## config.mk

```make
export PLATFORM = sky130hd
export DESIGN_NAME = rx_frame_parser
export DESIGN_NICKNAME = d
export VERILOG_FILES = /design/src/rtl/rx_frame_pkg.sv /design/src/rtl/sat_cnt16.sv /design/src/rtl/rx_frame_parser.sv
export SDC_FILE = /design/constraint.sdc
export NUM_CORES = 1
export LEC_CHECK = 0
export ABC_AREA = 1
export BUFFER_PORTS_ARGS = -buffer_cell sky130_fd_sc_hd__buf_4
export CORE_ASPECT_RATIO = 1.4
export CORE_MARGIN = 1.5
export CORE_UTILIZATION = 55
export DETAILED_ROUTE_END_ITERATION = 10
export GPL_ROUTABILITY_DRIVEN = 0
export PLACE_DENSITY = 0.89
export SYNTH_ARGS = -nofsm -noshare
export SYNTH_HDL_FRONTEND = slang
export SYNTH_SLANG_ARGS = --single-unit
export TNS_END_PERCENT = 50
```

## constraint.sdc

```tcl
create_clock -name rx_std_clkout -period 4.4 [get_ports rx_std_clkout]
set_input_delay 0.44 -clock rx_std_clkout [delete_from_list [all_inputs] [get_ports rx_std_clkout]]
set_output_delay 0.44 -clock rx_std_clkout [all_outputs]
set_load 0.05 [all_outputs]
```

## src/rtl/rx_frame_pkg.sv

```systemverilog
// Shared types and constants for the receive frame parser: FSM state
// encoding, default frame markers and the frame length.
package rx_frame_pkg;

  typedef enum logic [1:0] {
    HUNT,
    TS,
    PAYLOAD,
    TRAIL
  } state_t;

  localparam logic [15:0] DEF_START_WORD  = 16'hDEAD;
  localparam logic [15:0] DEF_END_WORD    = 16'hBEEF;
  localparam int          DEF_PAYLOAD_LEN = 125;
  // Start + timestamp + payload + trailer.
  localparam int          FRAME_LEN       = DEF_PAYLOAD_LEN + 3;

  function automatic logic link_ok(input logic [1:0] syncstatus,
                                   input logic [1:0] datak);
    return (syncstatus == 2'b11) && (datak == 2'b00);
  endfunction

endpackage

```

## src/rtl/sat_cnt16.sv

```systemverilog
// 16-bit event counter that sticks at 16'hFFFF instead of wrapping.
module sat_cnt16 (
  input  logic        clk,
  input  logic        rst_n,
  input  logic        i_inc,
  output logic [15:0] o_cnt
);

  logic [15:0] r_cnt;

  always_ff @(posedge clk or negedge rst_n) begin
    if (!rst_n) begin
      r_cnt <= '0;
    end else if (i_inc && (r_cnt != 16'hFFFF)) begin
      r_cnt <= r_cnt + 16'd1;
    end
  end

  assign o_cnt = r_cnt;

endmodule

```

## src/rtl/rx_frame_parser.sv

```systemverilog
// Parses START/timestamp/payload/END frames from a 16-bit transceiver lane.
// Optional frame/error statistics ports are enabled by RX_FRAME_STATS_EN.
module rx_frame_parser
  import rx_frame_pkg::*;
#(
  parameter logic [15:0] START_WORD  = DEF_START_WORD,
  parameter logic [15:0] END_WORD    = DEF_END_WORD,
  parameter int          PAYLOAD_LEN = DEF_PAYLOAD_LEN
) (
  input  logic        rx_std_clkout,
  input  logic        rst_n,
  input  logic [1:0]  rx_syncstatus,
  input  logic [1:0]  rx_datak,
  input  logic [15:0] RX_data,
  output logic        sample_valid,
  output logic [15:0] sample_data,
  output logic [7:0]  sample_idx,
  output logic [15:0] time_stamp,
  output logic        ts_valid,
  output logic        frame_done,
  output logic        frame_err
`ifdef RX_FRAME_STATS_EN
  ,
  output logic [15:0] frame_cnt,
  output logic [15:0] err_cnt
`endif
);

  localparam logic [7:0] LAST_IDX = 8'(PAYLOAD_LEN - 1);

  state_t      r_state, w_state;
  logic [7:0]  r_cnt, w_cnt;
  logic        r_sv, w_sv;
  logic [15:0] r_sd, w_sd;
  logic [7:0]  r_idx, w_idx;
  logic [15:0] r_ts, w_ts;
  logic        r_tsv, w_tsv;
  logic        r_done, w_done;
  logic        r_err, w_err;
  logic        w_link_ok;

  assign w_link_ok = link_ok(rx_syncstatus, rx_datak);

  // NOTE: every signal gets a default before the case so no path leaves one
  // unassigned; otherwise synthesis infers a latch to hold the old value.
  always_comb begin
    w_state = r_state;
    w_cnt   = r_cnt;
    w_sv    = 1'b0;
    w_sd    = r_sd;
    w_idx   = r_idx;
    w_ts    = r_ts;
    w_tsv   = 1'b0;
    w_done  = 1'b0;
    w_err   = 1'b0;
    unique case (r_state)
      HUNT: begin
        if (w_link_ok && (RX_data == START_WORD)) w_state = TS;
      end
      TS: begin
        if (!w_link_ok) begin
          w_err   = 1'b1;
          w_state = HUNT;
        end else begin
          w_ts    = RX_data;
          w_tsv   = 1'b1;
          w_cnt   = '0;
          w_state = PAYLOAD;
        end
      end
      PAYLOAD: begin
        if (!w_link_ok) begin
          w_err   = 1'b1;
          w_state = HUNT;
        end else begin
          // Marker values are plain data here; only the word count ends payload.
          w_sv  = 1'b1;
          w_sd  = RX_data;
          w_idx = r_cnt;
          if (r_cnt == LAST_IDX) w_state = TRAIL;
          else                   w_cnt   = r_cnt + 8'd1;
        end
      end
      TRAIL: begin
        if (w_link_ok && (RX_data == END_WORD)) w_done = 1'b1;
        else                                    w_err  = 1'b1;
        w_state = HUNT;
      end
      default: w_state = HUNT;
    endcase
  end

  // NOTE: sequential state uses non-blocking assignments so every register
  // samples pre-edge values, independent of statement order.
  always_ff @(posedge rx_std_clkout or negedge rst_n) begin
    if (!rst_n) begin
      // NOTE: the async reset clears every output register, so a frame cut by
      // reset leaves no trace and raises no error pulse.
      r_state <= HUNT;
      r_cnt   <= '0;
      r_sv    <= 1'b0;
      r_sd    <= '0;
      r_idx   <= '0;
      r_ts    <= '0;
      r_tsv   <= 1'b0;
      r_done  <= 1'b0;
      r_err   <= 1'b0;
    end else begin
      r_state <= w_state;
      r_cnt   <= w_cnt;
      r_sv    <= w_sv;
      r_sd    <= w_sd;
      r_idx   <= w_idx;
      r_ts    <= w_ts;
      r_tsv   <= w_tsv;
      r_done  <= w_done;
      r_err   <= w_err;
    end
  end

  assign sample_valid = r_sv;
  assign sample_data  = r_sd;
  assign sample_idx   = r_idx;
  assign time_stamp   = r_ts;
  assign ts_valid     = r_tsv;
  assign frame_done   = r_done;
  assign frame_err    = r_err;

`ifdef RX_FRAME_STATS_EN
  sat_cnt16 u_frame_cnt (
    .clk   (rx_std_clkout),
    .rst_n (rst_n),
    .i_inc (r_done),
    .o_cnt (frame_cnt)
  );

  sat_cnt16 u_err_cnt (
    .clk   (rx_std_clkout),
    .rst_n (rst_n),
    .i_inc (r_err),
    .o_cnt (err_cnt)
  );
`endif

endmodule

```

Word level (Yosys, flattened, before mapping) --
Cells that the tools add are included.
Word-level totals: register bits after elaboration 54, bits in latches 0, RAM bits 0, memory bits (read-only) 0, bits of input ports 22, output and inout bits 44, memories 0
Cells by class: $add $sub $neg 1, multipliers 0, divide/modulo/power cells 0, magnitude comparators 0, eq/ne operators 12, shift-type cells 0, multiplexer cells 17, bitwise logic cells 0, reductions and logical operators 11
Operators with widths (count):
- $eq 16x16->1 const B | 2
- $mux 8 | 3
- $pmux 8 s2 | 1
- $add 8x1->8 const B | 1
- $eq 8x7->1 const B | 1
- $mux 2 | 4
- $ne 2x2->1 const B | 4
- $pmux 2 s4 | 1
- $mux 1 | 7
- $eq 2x2->1 const B | 3
- $reduce_and 2->1 | 3
- $logic_not 2->1 | 2
- $reduce_and 4->1 | 1
- $logic_and 1x1->1 | 3
- $ne 3x3->1 const B | 1
- $eq 2x1->1 const B | 1
- $pmux 1 s2 | 1
- $reduce_bool 2->1 | 1
- $reduce_or 2->1 | 1

Depth between registers and ports, before layout --
Gate-level depths: netlist of the first run.
depth after elaboration 5, mapped depth 9, depth with buffers taken out 9

Least setup slack after synthesis of the first run --
No wires, ideal clock.
kind register to register, from register r_state[0], to register r_sd[11], in the netlist sample_data[11], setup time 122 ps, data arrival time 1412 ps, required time 4278 ps, setup slack 2866 ps, cell stages (with the launch flop) 10, buffers on the path 2, period minus slack after synthesis 1534 ps, cells stage by stage dfrtp_1 inv_1 ha_1 inv_2 nor2_8 inv_2 buf_6 buf_6 nand2_1 o21ai_1
Between the ends: longest elaborated chain between the ends 2
RTL lines:
- from (decl) | line rx_frame_parser.sv:31 | state_t r_state, w_state;
- from (signal assigned) | line rx_frame_parser.sv:109 | r_state <= w_state;
- $eq 2x2->1 | line rx_frame_parser.sv:56 | unique case (r_state)
- $reduce_and 2->1 (no source line)
- to (signal assigned) | line rx_frame_parser.sv:112 | r_sd <= w_sd;
- to (decl) | line rx_frame_parser.sv:34 | logic [15:0] r_sd, w_sd;
No other way between the ends. A chain may end at the register's enable or synchronous reset.

Worst setup path after layout of the first run --
from register r_state[0], to register r_idx[4], in the netlist sample_idx[4]
Between the ends: longest elaborated chain between the ends 2
RTL lines:
- $eq 2x2->1 | line rx_frame_parser.sv:56
- $reduce_and 2->1 (no source line)
- to (signal assigned) | line rx_frame_parser.sv:113 | r_idx <= w_idx;
- to (decl) | line rx_frame_parser.sv:35 | logic [7:0] r_idx, w_idx;
No other way between the ends.

==> results of run 1 <==
==> worst max-delay path, delay by kind of cell (launching register included) <==
kind / cells / cell delay, ns
AND/OR/NAND/NOR: 2 / 0.21
flip-flops: 1 / 0.41
adder cells (fa/ha/maj): 1 / 0.31
buffers and inverters: 3 / 0.82
AO/OA/AOI/OAI: 1 / 0.12
==> placed cells by master (no fill, tap or decap), types with 6 or more instances in the layout <==
cell type  count
nor2_1        15
nand3_1       15
o21ai_1       23
ha_1           7
o21ai_2        8
dfrtp_1       54
buf_4         65
o21ai_0       16
nand2_1       67
clkbuf_8       6
inv_1         34
==> per-layer routing <==
layer / part of all wire / wire (um) / up-vias / GRT usage
met5: 0 / 0 / - / 0
met4: 0.019 / 100 / 0 / 0.0886
met3: 0.058 / 303 / 11 / 0.0535
met2: 0.54 / 2820 / 70 / 0.413
met1: 0.38 / 1950 / 941 / 0.246
li1: - / - / 966 / -
==> power by group through the flow <==
stage | registers, mW | clock network, mW | logic, mW
CTS | 0.705 | 0.335 | 0.751
finish | 0.705 | 0.332 | 0.744
detailed placement | 0.714 | 0 | 0.746
floorplan | 1.03 | 0 | 0.192
global route | 0.720 | 0.360 | 0.796
global placement | 0.708 | 0 | 0.726
==> worst paths after layout <==
path                                start  slack [ns]       endpoint
max                            r_state[0]        2.44  sample_idx[4]
min                                 rst_n        0.16  time_stamp[3]
max reg2reg                    r_state[0]        2.44  sample_idx[4]
min reg2reg                 time_stamp[4]        0.49  time_stamp[4]
max in group asynchronous           rst_n        3.79  sample_idx[0]
min in group rx_std_clkout     RX_data[2]        0.41  time_stamp[2]
==> registers in the layout (all words and copies together) (netlist names) <==
register,flops
frame_done,1
ts_valid,1
r_state,2
time_stamp,16
frame_err,1
sample_data,16
sample_valid,1
sample_idx,8
r_cnt,8
==> metrics by stage <==
step	area, um2	setup WS (ns)	std cells
5_1_grt	3060	2.29	391
6_report	3060	2.44	391
3_3_place_gp	2940	2.59	384
4_1_cts	3060	2.42	391
2_1_floorplan	2450	2.87	268
3_5_place_dp	2940	2.45	384
==> cell families after synthesis <==
group                    Yosys count  synth area share
buffers and inverters             46            0.0872
AO/OA/AOI/OAI                     49             0.117
adder cells (fa/ha/maj)            7            0.0357
AND/OR/NAND/NOR                  108             0.196
XOR/XNOR                           4            0.0143
flip-flops                        54             0.550
==> cell type report <==
cell class / instances / area, um2 / area share
Multi-Input combinational cell: 168 / 890 / 0.291
Timing Repair Buffer: 65 / 488 / 0.160
Tap cell: 60 / 75.1 / 0.0246
Clock buffer: 6 / 82.6 / 0.0270
Sequential cell: 54 / 1350 / 0.442
Clock inverter: 1 / 30.0 / 0.00983
Inverter: 37 / 139 / 0.0455
==> results.ini, run 1 <==
[die]
core_um2=4270
rows=28
die_height_um=82.1
die_x_um=59.5
start_util=0.574
die-area_um2=4880
io_pins=66

[pwr]
internal_power_mw=1.02
powerDensity_nw_per_um2=583
p_switching_mw=0.758
vdd_drop_max_uv=228
seqPwrFrac=0.396
power_frac_comb=0.418
total_power_mw=1.78
p_clk_frac=0.187
p_sw_frac=0.426
p_leak_nw=1.65

[route]
wl_per_cell_um=13.3
dr.first_iter.drc_count=148
routed_wl_um=5180
drc=0
drtAntennaViolNets=0
via_per_inst=5.08
dr.pass1.iters=4
num_vias=1988

[worst_hold_path]
min_path_type=input pin to asynchronous set/reset pin

[setup_path]
cp_common_cell=inv_2
crit_path_end_kind=flip-flop
worst_path_largest_cell_delay_ns=0.54
worstPathMaxFanout=48
crit_slowest_cell=inv_2
crit_arrival_ns=2.18
crit_chain=inv_1, ha_1, inv_2, nor2_8, inv_2, nand2_1, o21ai_0
worstPathRequired_ns=4.62
start_kind=flip-flop
criticalPathCategory=flip-flop to flip-flop
r2r_cells=7

[clock_network]
ctsLongestPathBuffers=2
clock_latency_ns=0.30
cts_resized=0
tritoncts=yes
hold_buffers=0
cts_setup_buffers=0
htreeDepth=2
clkSlewWorstSetupHoldPaths_ns=0.09
clock_sinks=54
cts_root_buf=clkbuf_8
numCtsBuffers=5

[cells_and_area]
n_fill_cell=326
fin_util=0.715
diodes=0
drive_above_1_share=0.275
final_nets=360
areaGrowthSynthToFinish_pct=24.5

[yosys]
syn-num-nets=297
yosysMostFrequentCell=nand2_1
yosys_warnings=0
synthCells=268
synth.distinct_cells=24
synth_flop_cell=dfrtp_1
synth_edf_count=0
synth_top_area_frac=0.550
netlist_area_um2=2450
synth_seq_area_share=0.550
synth_seq_cells=54
synth_area_leaders=dfrtp_1 55%, nand2_1 10%, inv_1 5.2%, o21ai_1 4.7%, ha_1 3.6%
avgSynthCellArea_um2=9.16
synth_top_area_cell=dfrtp_1
synth_common_cells=67 x nand2_1, 54 x dfrtp_1, 34 x inv_1
async_flop_share=1.00

[grt]
antenna_found_initial=0
grt_overflow=0
grt_max_degree=55
grt_pass1_vias=1896
grt.total_usage=0.226
grt_pass1_wl_um=8290

[outcome]
status=complete, no violations

[place]
io_buffers=65
dp_hpwl_um=3860

[sta]
max_freq_mhz=510
finClkSkew_ns=0.00510
setup_viol=0
rsz0062_at_grt=no
relSlewSlack=0.509
tns_ns=0
holdWs_ns=0.163
min_period_ns=1.96
tightest_slew_ns=0.736
period_share=0.446
slew_viol_final=0
finalHoldViolations=0

[run]
maxCapViolations=0

Note: power is estimated with default switching activity, not from simulation.
==> run 2: changes to the inputs <==
--- a/config.mk
+++ b/config.mk
@@ -5,14 +5,14 @@
 export SDC_FILE = /design/constraint.sdc
 export NUM_CORES = 1
 export LEC_CHECK = 0
-export ABC_AREA = 1
+export ABC_AREA = 0
 export BUFFER_PORTS_ARGS = -buffer_cell sky130_fd_sc_hd__buf_4
 export CORE_ASPECT_RATIO = 1.4
 export CORE_MARGIN = 1.5
-export CORE_UTILIZATION = 55
+export CORE_UTILIZATION = 51
 export DETAILED_ROUTE_END_ITERATION = 10
 export GPL_ROUTABILITY_DRIVEN = 0
-export PLACE_DENSITY = 0.89
+export PLACE_DENSITY = 0.84
 export SYNTH_ARGS = -nofsm -noshare
 export SYNTH_HDL_FRONTEND = slang
 export SYNTH_SLANG_ARGS = --single-unit
==> constraint.sdc (replaced) <==
create_clock -name rx_std_clkout -period 2 [get_ports rx_std_clkout]
set_input_delay 0.2 -clock rx_std_clkout [delete_from_list [all_inputs] [get_ports rx_std_clkout]]
set_output_delay 0.2 -clock rx_std_clkout [all_outputs]
set_load 0.05 [all_outputs]
==> run 2 against run 1 <==
  * Flip-flop and latch count is the same
  * Critical endpoint is now r_state[1]
  * Setup slack lost 2.3 ns
  * Largest power group is now registers
  * Highest routed layer unchanged
  * Non-clock buffer count grew 4
  * Largest cell class unchanged
==> results.ini, run 2 <==
[outcome]
status=complete, no violations  ; unchanged

[sta]
slew_viol_final=0  ; unchanged
tns_ns=0  ; unchanged
relSlewSlack=0.558  ; was 0.509
finalHoldViolations=0  ; unchanged
rsz0062_at_grt=no  ; unchanged
max_freq_mhz=552  ; was 510 MHz
setup_viol=0  ; unchanged
period_share=0.906  ; was 0.446
min_period_ns=1.81  ; was 1.96 ns
tightest_slew_ns=0.662  ; was 0.736 ns
finClkSkew_ns=0.00822  ; was 0.00510 ns

[clock_network]
cts_root_buf=clkbuf_8  ; unchanged
clock_latency_ns=0.29  ; was 0.30 ns
tritoncts=yes  ; unchanged
clock_sinks=54  ; unchanged
clkSlewWorstSetupHoldPaths_ns=0.09  ; about the same
htreeDepth=2  ; unchanged
numCtsBuffers=5  ; unchanged
ctsLongestPathBuffers=2  ; unchanged
cts_resized=0  ; unchanged

[worst_hold_path]
min_path_type=input pin to flip-flop  ; was input pin to asynchronous set/reset pin
holdCritStartpoint=RX_data[2]
hold_depth=2
hold_end=time_stamp[2]

[grt]
grt_max_degree=55  ; unchanged
grt_pass1_wl_um=7480  ; was 8290 um
grt_overflow=0  ; unchanged
grt.total_usage=0.192  ; was 0.226
antenna_found_initial=0  ; unchanged
grt_pass1_vias=1595  ; was 1,896

[yosys]
synthXorXnorAreaFrac=0.00374  ; was 0.0143
synth.distinct_cells=34  ; was 24
synth_common_cells=54 x dfrtp_1, 37 x mux2_2, 9 x inv_1  ; was 67 x nand2_1, 54 x dfrtp_1, 34 x inv_1
synth_top_area_frac=0.577  ; was 0.550
synth_area_leaders=dfrtp_1 58%, mux2_2 18%, ha_1 3.7%, o21ai_0 1.7%, a21oi_1 1.5%  ; was dfrtp_1 55%, nand2_1 10%, inv_1 5.2%, o21ai_1 4.7%, ha_1 3.6%
async_flop_share=1.00  ; unchanged
netlist_area_um2=2340  ; was 2450 um2
synthAdderAreaFrac=0.0374  ; was 0.0357
yosysMostFrequentCell=dfrtp_1  ; was nand2_1
synth-compound-area-share=0.0710  ; was 0.117
synth_seq_cells=54  ; unchanged
yosys_warnings=0  ; unchanged
synth_edf_count=0  ; unchanged
avgSynthCellArea_um2=13.5  ; was 9.16 um2
syn-num-nets=202  ; was 297
synth_top_area_cell=dfrtp_1  ; unchanged
muxShareOfSynthArea=0.183  ; was 0
synth_flop_cell=dfrtp_1  ; unchanged
synthSimpleGateAreaFrac=0.0972  ; was 0.196
synth_top_family_by_area=multiplexers  ; was simple AND/OR/NAND/NOR gates
synthCells=173  ; was 268
synth_seq_area_share=0.577  ; was 0.550

[route]
dr.pass1.iters=4  ; unchanged
via_per_inst=5.25  ; was 5.08
wl_per_cell_um=14.7  ; was 13.3 um
dr.first_iter.drc_count=46  ; was 148
drtAntennaViolNets=0  ; unchanged
routed_wl_um=4520  ; was 5180 um
num_vias=1612  ; was 1,988
drc=0  ; unchanged

[die]
die_height_um=83.2  ; was 82.1 um
io_pins=66  ; unchanged
start_util=0.525  ; was 0.574
die-area_um2=5020  ; was 4880 um2
die_x_um=60.3  ; was 59.5 um
core_um2=4460  ; was 4270 um2
rows=29  ; was 28

[cells_and_area]
areaGrowthSynthToFinish_pct=27.7  ; was 24.5%
diodes=0  ; unchanged
final_common_cell=buf_4  ; was nand2_1
final_nets=273  ; was 360
final_cell_mix=68 x buf_4, 54 x dfrtp_1, 37 x mux2_2  ; was 67 x nand2_1, 65 x buf_4, 54 x dfrtp_1
drive_above_1_share=0.478  ; was 0.275

[pwr]
total_power_mw=1.77  ; was 1.78 mW
p_leak_nw=1.59  ; was 1.65 nW
vdd_drop_max_uv=497  ; was 228 uV
powerDensity_nw_per_um2=591  ; was 583 nW/um2

[setup_path]
r2r-start=r_cnt[0]  ; was r_state[0]
crit_arrival_ns=1.99  ; was 2.18 ns
crit_chain=inv_1, ha_1, nand4b_1, o211ai_2, nand3_2, mux2_1  ; was inv_1, ha_1, inv_2, nor2_8, inv_2, nand2_1, o21ai_0
criticalPathCategory=flip-flop to flip-flop  ; unchanged
worst_path_largest_cell_delay_ns=0.43  ; was 0.54 ns
crit_path_end_kind=flip-flop  ; unchanged
crit_slowest_cell=dfrtp_1  ; was inv_2
timing.rr.end=r_state[1]  ; was sample_idx[4]
start_kind=flip-flop  ; unchanged
worstPathMaxFanout=7  ; was 48
reg2reg_slack_ns=0.19  ; was 2.44 ns
r2r_cells=6  ; was 7
worstPathRequired_ns=2.18  ; was 4.62 ns

[run]
maxCapViolations=0  ; unchanged

[place]
dp_hpwl_um=3360  ; was 3860 um
io_buffers=65  ; unchanged

[run 2: cell types whose count changed in the layout (fill, tap and decap cells not counted), moves of 12 or more]
cell / previous run / this run
nand2_1: 67 / 8
mux2_2: 0 / 37
inv_1: 34 / 9
o21ai_1: 23 / 0
nor2_1: 15 / 2
nand3_1: 15 / 3
[run 2: where the power goes]
| part | switching (mW) | internal, mW |
|---|---|---|
| sequential | 0.000108 | 1.09 |
| combinational | 0.0398 | 0.0331 |
| clock | 0.326 | 0.280 |
| total | 0.366 | 1.40 |
[run 2: layout make-up]
type / count / area [um2]
clock inverters: 1 / 5.00
repair buffers: 69 / 520
multi-input cells: 105 / 918
flip-flops and latches: 54 / 1350
well taps: 62 / 77.6
clock buffers: 7 / 86.3
inverters: 9 / 33.8
fillers: 338 / 1470
[run 2: cell families after synthesis]
logic type,count (synthesis)
multiplexers,38
adder cells (fa/ha/maj),7
flip-flops,54
AND/OR/NAND/NOR,35
XOR/XNOR,1
AO/OA/AOI/OAI,24
buffers and inverters,14
[run 2: worst max-delay path by stage]
stage	start	end	slack, ns
2_1_floorplan	r_cnt[0]	r_state[1]	0.38
3_3_place_gp	r_cnt[0]	r_state[1]	0.28
3_5_place_dp	r_cnt[1]	r_state[1]	0.22
4_1_cts	r_cnt[0]	r_state[1]	0.20
5_1_grt	r_cnt[0]	r_state[1]	0.08
6_report	r_cnt[0]	r_state[1]	0.19
[run 2: routing by layer]
| metal | GRT usage | up-vias | wire (um) |
|---|---|---|---|
| met4 | 0.0444 | 0 | 53 |
| met2 | 0.345 | 36 | 2580 |
| met5 | 0 | - | 0 |
| li1 | - | 766 | - |
| met3 | 0.0374 | 7 | 183 |
| met1 | 0.227 | 803 | 1710 |
[run 2: critical path: cells and delay by family (launching register included)]
kind / cells / cell delay [ns]
buf+inv: 1 / 0.08
simple gates: 2 / 0.33
mux: 1 / 0.34
fa+ha+maj: 1 / 0.18
compound gates: 1 / 0.35
flops: 1 / 0.43
[run 2: what timing repair did]
item                                    in CTS  in global routing
buffers inserted                             0                  0
hold buffers                                 1                  0
endpoints found under the hold margin       54                  0
endpoints found under the setup margin       0                  0
[run 2: through the flow]
stage	hold WS, ns	std cells	cell area (um2)	setup slack (ns)	util
after global routing	0.145	307	2990	0.0772	0.671
after detailed placement	0.274	298	2890	0.223	0.648
after global placement	0.277	298	2890	0.283	0.648
final	0.150	307	2990	0.187	0.671
after CTS	0.153	307	2990	0.198	0.671
after floorplan	-0.0956	173	2340	0.383	-
==> run 3: changes to the inputs <==
--- a/config.mk
+++ b/config.mk
@@ -7,9 +7,10 @@
 export LEC_CHECK = 0
 export ABC_AREA = 0
 export BUFFER_PORTS_ARGS = -buffer_cell sky130_fd_sc_hd__buf_4
-export CORE_ASPECT_RATIO = 1.4
+export CORE_ASPECT_RATIO = 0.6
 export CORE_MARGIN = 1.5
 export CORE_UTILIZATION = 51
+export CTS_CLUSTER_SIZE = 28
 export DETAILED_ROUTE_END_ITERATION = 10
 export GPL_ROUTABILITY_DRIVEN = 0
 export PLACE_DENSITY = 0.84
==> constraint.sdc (replaced) <==
create_clock -name rx_std_clkout -period 1.8 [get_ports rx_std_clkout]
set_input_delay 0.18 -clock rx_std_clkout [delete_from_list [all_inputs] [get_ports rx_std_clkout]]
set_output_delay 0.18 -clock rx_std_clkout [all_outputs]
set_load 0.05 [all_outputs]
==> run 3 against run 2 <==
  * Design area increased by 0.79%
  * Die area rose by 0.15%
  * Total power is 12% higher
  * Critical endpoint is now r_cnt[6]
  * Sequential power increased by 11%
  * Largest power group unchanged
  * Largest cell class unchanged
==> results.ini, run 3 (synthesis gave the netlist of run 2 again) <==
[route]
drc=0  ; unchanged
via_per_inst=5.38  ; was 5.25
routed_wl_um=4830  ; was 4520 um
dr.first_iter.drc_count=51  ; was 46
dr_wl_met2_um=2000  ; was 2580 um
num_vias=1647  ; was 1,612
dr.pass1.iters=4  ; unchanged
wl_met1_um=2340  ; was 1710 um
drtAntennaViolNets=0  ; unchanged
wl_per_cell_um=15.8  ; was 14.7 um
route.met3.wl_um=417  ; was 183 um
top_layer=met4  ; unchanged

[setup_path]
crit_arrival_ns=1.98  ; was 1.99 ns
criticalPathCategory=flip-flop to flip-flop  ; unchanged
worst_path_largest_cell_delay_ns=0.45  ; was 0.43 ns
path_delay_family=simple AND/OR/NAND/NOR gates  ; was flip-flops
worstPathRequired_ns=2.04  ; was 2.18 ns
crit_chain=inv_1, ha_1, nand4b_1, buf_4, o2111ai_4, or4_1, a21oi_2  ; was inv_1, ha_1, nand4b_1, o211ai_2, nand3_2, mux2_1
worstPathMaxFanout=5  ; was 7
crit_path_end_kind=flip-flop  ; unchanged
start_kind=flip-flop  ; unchanged
critPathBufInv=2  ; was 1
crit_slowest_cell=or4_1  ; was dfrtp_1

[clock_network]
clock_latency_ns=0.30  ; was 0.29 ns
ctsLongestPathBuffers=2  ; unchanged
clock_sinks=54  ; unchanged
numCtsBuffers=5  ; unchanged
clkSlewWorstSetupHoldPaths_ns=0.09  ; about the same
tritoncts=yes  ; unchanged
cts_root_buf=clkbuf_8  ; unchanged
htreeDepth=2  ; unchanged
cts_setup_buffers=0  ; unchanged

[place]
dp.cells=297  ; was 298
io_buffers=65  ; unchanged
dp_hpwl_um=3650  ; was 3360 um
place_ws_ns=0.0660  ; was 0.223 ns

[cells_and_area]
areaGrowthSynthToFinish_pct=28.7  ; was 27.7%
fin_util=0.709  ; was 0.671
final_common_cell=buf_4  ; unchanged
drive_above_1_share=0.488  ; was 0.478
final_cell_mix=68 x buf_4, 54 x dfrtp_1, 37 x mux2_2  ; unchanged
instances_no_fill=306  ; was 307
n_fill_cell=324  ; was 338
final_nets=274  ; was 273
diodes=0  ; unchanged

[grt]
grt_overflow=0  ; unchanged
grt_pass1_vias=1625  ; was 1,595
grt_max_degree=55  ; unchanged
grt.total_usage=0.208  ; was 0.192
grt_pass1_wl_um=8000  ; was 7480 um
antenna_found_initial=0  ; unchanged

[sta]
setup_viol=0  ; unchanged
period_share=0.964  ; was 0.906
min_period_ns=1.74  ; was 1.81 ns
relSlewSlack=0.568  ; was 0.558
setup_ws_ns=0.0649  ; was 0.187 ns
max_freq_mhz=576  ; was 552 MHz
finalHoldViolations=0  ; unchanged
slew_viol_final=0  ; unchanged
rsz0062_at_grt=yes  ; was no
holdWs_ns=0.124  ; was 0.150 ns
finClkSkew_ns=0.00546  ; was 0.00822 ns
tightest_slew_ns=0.648  ; was 0.662 ns

[die]
start_util=0.551  ; was 0.525
io_pins=66  ; unchanged
die_x_um=90.5  ; was 60.3 um
core_um2=4260  ; was 4460 um2
die-area_um2=5020  ; about the same
die_height_um=55.5  ; was 83.2 um
rows=18  ; was 29

[pwr]
vdd_drop_max_uv=468  ; was 497 uV
powerDensity_nw_per_um2=654  ; was 591 nW/um2
p_leak_nw=1.60  ; was 1.59 nW

[run]
maxCapViolations=0  ; unchanged

[worst_hold_path]
min_path_type=input pin to flip-flop  ; unchanged

[outcome]
status=complete, no violations  ; unchanged

==> run 3: path summary, 6_finish.rpt <==
kind,startpoint,end,slack (ns),cells after the start
max in group asynchronous,rst_n,time_stamp[6],0.93,2
max,r_cnt[0],r_cnt[6],0.06,7
min reg2reg,sample_idx[1],sample_idx[1],0.49,2
min in group asynchronous,rst_n,sample_data[3],0.44,2
max reg2reg,r_cnt[0],r_cnt[6],0.06,7
min,RX_data[0],time_stamp[0],0.12,2
==> run 3: what timing repair did <==
item | in CTS | in global routing
endpoints found under the setup margin | 0 | 5
gates resized for setup | 0 | 2
endpoints found under the hold margin | 54 | 0
hold buffers | 1 | 0
==> run 3: layer usage <==
layer,GRT usage,vias to the layer above
li1,-,772
met4,0.0748,0
met1,0.304,804
met2,0.289,62
met5,0,-
met3,0.0675,9
==> run 3: layout make-up <==
class	instances	area [um2]	area share
sequential	54	1350	0.448
inverter	9	33.8	0.0112
clock buffer	7	86.3	0.0286
clock inverter	1	5.00	0.00166
tap	60	75.1	0.0249
multi-input combinational	105	925	0.307
timing repair buffer	70	541	0.179
==> run 3: report_power, final <==
| group | leakage (nW) | internal, mW | total, mW | switching (mW) |
|---|---|---|---|---|
| Sequential | 0.744 | 1.21 | 1.21 | 0.000126 |
| Clock | 0.0482 | 0.311 | 0.680 | 0.369 |
| Combinational | 0.806 | 0.0362 | 0.0813 | 0.0451 |
==> run 3: stage by stage <==
step	cell area, um2	power [mW]	TNS, ns
3_5_place_dp	2910	1.32	0
3_3_place_gp	2910	1.32	0
6_report	3020	1.97	0
5_1_grt	3020	2.05	-0.113
2_1_floorplan	2340	1.25	0
4_1_cts	3010	2.00	0
